<file path="src/rtl/seq_detector_param.sv">
// seq_detector_param: serial pattern detector whose fallback transitions are derived
// from PATTERN at elaboration, with a one-cycle match pulse and a saturating match counter.
module seq_detector_param #(
   parameter int               PAT_W   = 4,
   parameter logic [PAT_W-1:0] PATTERN = 4'b1011,
   parameter bit               OVERLAP = 1'b0,
   parameter int               CNT_W   = 8
) (
   input  logic                         clk_i,
   input  logic                         clr_i,
   input  logic                         valid_i,
   input  logic                         input_i,
   output logic                         match_o,
   output logic [CNT_W-1:0]             match_cnt_o,
   output logic [$clog2(PAT_W+1)-1:0]   state_o
);
   localparam int SW = $clog2(PAT_W+1);
   typedef logic [SW-1:0] state_t;
   // Longest proper prefix of PATTERN that ends the history "first k pattern bits, then b".
   function automatic state_t next_fn(input int k, input logic b);
      logic [PAT_W:0] s;
      logic ok;
      int best;
      s = (PAT_W+1)'(PATTERN) >> (PAT_W - k);
      s = {s[PAT_W-1:0], b};
      best = 0;
      for (int l = 1; l < PAT_W; l++) begin
         ok = (l <= k + 1);
         for (int i = 0; i < l; i++) ok &= (s[i] == PATTERN[PAT_W-l+i]);
         if (ok) best = l;
      end
      return (k == PAT_W - 1 && b == PATTERN[0] && !OVERLAP) ? '0 : state_t'(best);
   endfunction
   state_t nxt0 [2**SW];
   state_t nxt1 [2**SW];
   for (genvar k = 0; k < 2**SW; k++) begin : g_tbl
      if (k < PAT_W) begin : g_v
         assign nxt0[k] = next_fn(k, 1'b0);
         assign nxt1[k] = next_fn(k, 1'b1);
      end else begin : g_z
         assign nxt0[k] = '0;
         assign nxt1[k] = '0;
      end
   end
   state_t           state_q, state_d;
   logic             match_q, match_d;
   logic [CNT_W-1:0] cnt_q, cnt_d;
   always_comb begin
      match_d = valid_i && state_q == state_t'(PAT_W - 1) && input_i == PATTERN[0];
      state_d = valid_i ? (input_i ? nxt1[state_q] : nxt0[state_q]) : state_q;
      cnt_d   = (match_d && !(&cnt_q)) ? cnt_q + CNT_W'(1) : cnt_q;
   end
   always_ff @(posedge clk_i) begin
      if (clr_i) begin
         state_q <= '0;
         match_q <= 1'b0;
         cnt_q   <= '0;
      end else begin
         state_q <= state_d;
         match_q <= match_d;
         cnt_q   <= cnt_d;
      end
   end
   assign match_o     = match_q;
   assign match_cnt_o = cnt_q;
   assign state_o     = state_q;
endmodule

</file>
<file path="config.mk">
export PLATFORM = sky130hd
export DESIGN_NAME = seq_detector_param
export DESIGN_NICKNAME = d
export VERILOG_FILES = /design/src/rtl/seq_detector_param.sv
export SDC_FILE = /design/constraint.sdc
export NUM_CORES = 1
export LEC_CHECK = 0
export CELL_PAD_IN_SITES_DETAIL_PLACEMENT = 0
export CELL_PAD_IN_SITES_GLOBAL_PLACEMENT = 1
export CORE_MARGIN = 1
export CORE_UTILIZATION = 29
export CTS_CLUSTER_SIZE = 30
export DETAILED_ROUTE_END_ITERATION = 8
export GPL_TIMING_DRIVEN = 0
export PLACE_DENSITY = 0.78
export SLEW_MARGIN = 10
export SYNTH_ARGS = -nofsm -noshare
export SYNTH_HDL_FRONTEND = slang
export SYNTH_SLANG_ARGS = --single-unit
export TNS_END_PERCENT = 5
</file>
<file path="constraint.sdc">
create_clock -name clk_i -period 1.2 [get_ports clk_i]
set_input_delay 0.18 -clock clk_i [delete_from_list [all_inputs] [get_ports clk_i]]
set_output_delay 0.18 -clock clk_i [all_outputs]
set_load 0.05 [all_outputs]
</file>
==> run summary <==
Worst Path Required -> 1.40 ns
Layout cells sized above 1 -> 0.456
Final min period -> 1.24 ns
Syn. warnings -> 0
CTS Buf Count -> 3
Detail Route Antenna Nets -> 0
Nets -> 85
Post-route design area -> 748 sq um
GRT Total Usage -> 0.120
Max-Cap Viols -> 0
Clk_lat worst skew -> 0.27 ns
# DRC -> 0
Die H -> 44.8 microns
Inserted Diodes -> 0
Peak supply drop -> 0.000447 V
Longest Clk Path Bufs -> 2
Failing checks -> negative setup slack
Yosys cell types -> 27
HPWL Detailed -> 780 microns
CTS Sinks -> 11
Overall Power -> 0.662 mW
CP top delay family -> simple AND/OR/NAND/NOR gates
CP max stage delay -> 0.37 ns
Initial Util -> 0.308
CP endpoint kind -> flip-flop
Worst-path clk slew -> 0.07 ns
Most frequent cells in the layout -> 9 x buf_2, 8 x nor2_1, 7 x dfxtp_4
DR vias/cell -> 4.79
Mapped Nets -> 65
Placed inst area -> 732 sq um
DR iter-0 viols -> 7
Post-Synthesis Cells -> 60
Final wirelength -> 1100 microns
Achievable clock frequency -> 0.803 GHz
DIE AREA -> 2010 sq um
Final hold slack -> 0.351 ns
Row count -> 15
#FFs+latches synth -> 11
Setup WS post-layout -> -0.0450 ns
Power per cell area -> 885 nW/um^2
Fillers -> 191
Worst path slowest cell -> dfxtp_4
Syn_area_per_cell -> 8.86 sq um
Hold Crit Class -> in -> reg
Final Cycle Share -> 1.04
DP Cell Count -> 99
Initial antenna violation count -> 0
Final Non-Filler Cells -> 104
DR vias -> 498
Clock Root Buffer -> clkbuf_4
Arr. time, crit path -> 1.45 ns
Die width -> 44.8 microns
Pins Over Slew Limit -> 0
Worst setup SP type -> flip-flop
CP Max Fanout -> 4
CP cell instances -> ha_4 -> nand3_2 -> nor2_1 -> or3_1 -> a21oi_1
Routed wire per std cell -> 10.5 microns
Total leakage power -> 0.305 nW
Critical path type -> reg -> reg
TritonCTS clock tree -> done
Vias in the first global route -> 394
Final Wtd Congestion -> 0.734
Util after Layout -> 0.433
Commonest non-fill, non-tap cell in the layout -> buf_2
Pre-Repair DR Iteration Count -> 4
RSZ-0062 raised after global routing -> true
Hold Vio Cnt, Final -> 0
Seq/Total Area, Yosys -> 0.414
CORE AREA -> 1730 sq um
Setup violators final -> 5
Number of buffers and inverters on the critical path -> 0
Largest net degree at the start of global routing -> 11
Status -> complete, but fails checks
Port-buffer cells -> 14
Congestion Overflow GR -> 0
Mapped cell area -> 532 sq um
Worst Clk Skew -> 0.00417 ns
# IOs -> 16
Htree depth -> 1
Syn-to-layout area delta -> 40.7%
First-pass GRT wire length -> 1660 microns
power by group:
part | switching [mW] | total (mW) | internal (mW)
Clock | 0.128 | 0.257 | 0.129
Combinational | 0.0310 | 0.0477 | 0.0167
Sequential | 0.00400 | 0.357 | 0.353
Total | 0.163 | 0.662 | 0.499
layout make-up:
type                            count  area (sq um)  share of cell area
Multi-Input combinational cell     44           312               0.416
Sequential cell                    11           250               0.334
Timing Repair Buffer               15           103               0.137
Tap cell                           25          31.3              0.0418
Clock buffer                        4          26.3              0.0351
Buffer                              2          15.0              0.0201
Inverter                            3          11.3              0.0151
flip-flops by register name, indices dropped and copies added (netlist names):
signal       count
match_cnt_o      8
match_o          1
state_o          2
per-stage QoR:
step           TNS [ns]  setup WS, ns
3_5_place_dp      -4.14        -0.487
3_3_place_gp      -4.03        -0.479
2_1_floorplan    -0.979        -0.152
4_1_cts          -0.182       -0.0503
5_1_grt          -0.733        -0.138
6_report         -0.119       -0.0450
logic make-up after synthesis:
logic type	share of synthesized area
simple gates	0.273
compound gates	0.165
flops	0.414
buf+inv	0.0494
xor+xnor	0.0494
fa+ha+maj	0.0235
other cells	0.00705
mux	0.0188
routing by layer:
| layer | GRT usage | share of wire | wire length, microns |
|---|---|---|---|
| met4 | 0.127 | 0.035 | 38 |
| met2 | 0.179 | 0.43 | 475 |
| met1 | 0.143 | 0.49 | 536 |
| met5 | 0 | 0 | 0 |
| met3 | 0.0120 | 0.042 | 46 |
tightest hold or removal path: cells and delay by family:
| family | cells | cell delay, ns |
|---|---|---|
| buffers and inverters | 1 | 0.27 |
| and+or+nand+nor | 1 | 0.08 |
| AOI/OAI and AO/OA | 1 | 0.05 |
final timing paths:
path,to,cells past startpoint,slack [ns],startpoint
hold reg to reg,match_cnt_o[5]$_SDFFE_PP0P_,1,0.47,match_cnt_o[5]$_SDFFE_PP0P_
setup / recovery,match_cnt_o[3]$_SDFFE_PP0P_,5,-0.04,match_cnt_o[0]$_SDFFE_PP0P_
setup reg to reg,match_cnt_o[3]$_SDFFE_PP0P_,5,-0.04,match_cnt_o[0]$_SDFFE_PP0P_
hold / removal,state_o[0]$_SDFFE_PP0P_,3,0.35,input_i
Yosys cell counts:
master,number,share of area
o211ai_1,1,0.014
a211oi_1,1,0.014
nand4_1,2,0.024
o311a_2,1,0.021
nor3_1,1,0.0094
o41ai_1,1,0.016
o2111ai_1,1,0.016
and2_1,1,0.012
o311ai_0,1,0.016
mux2i_1,1,0.019
ha_1,1,0.024
and4_4,1,0.021
or2b_2,1,0.016
xor2_1,3,0.049
nand3_1,3,0.028
dfxtp_1,11,0.41
nor2b_1,1,0.012
buf_4,2,0.028
and3_2,1,0.014
inv_1,3,0.021
nand2_1,4,0.028
conb_1,1,0.0071
a21oi_1,3,0.028
or3_1,1,0.012
o21ai_0,4,0.038
nand4_4,1,0.040
nor2_1,8,0.056
repair_timing:
item | in CTS | in global routing
hold buffers | 0 | 0
resized for setup | 51 | 8
buffers inserted | 1 | 0
endpoints found under the setup margin | 19 | 12
pin swaps | 5 | 2
Power figures use the tool's default switching activity.
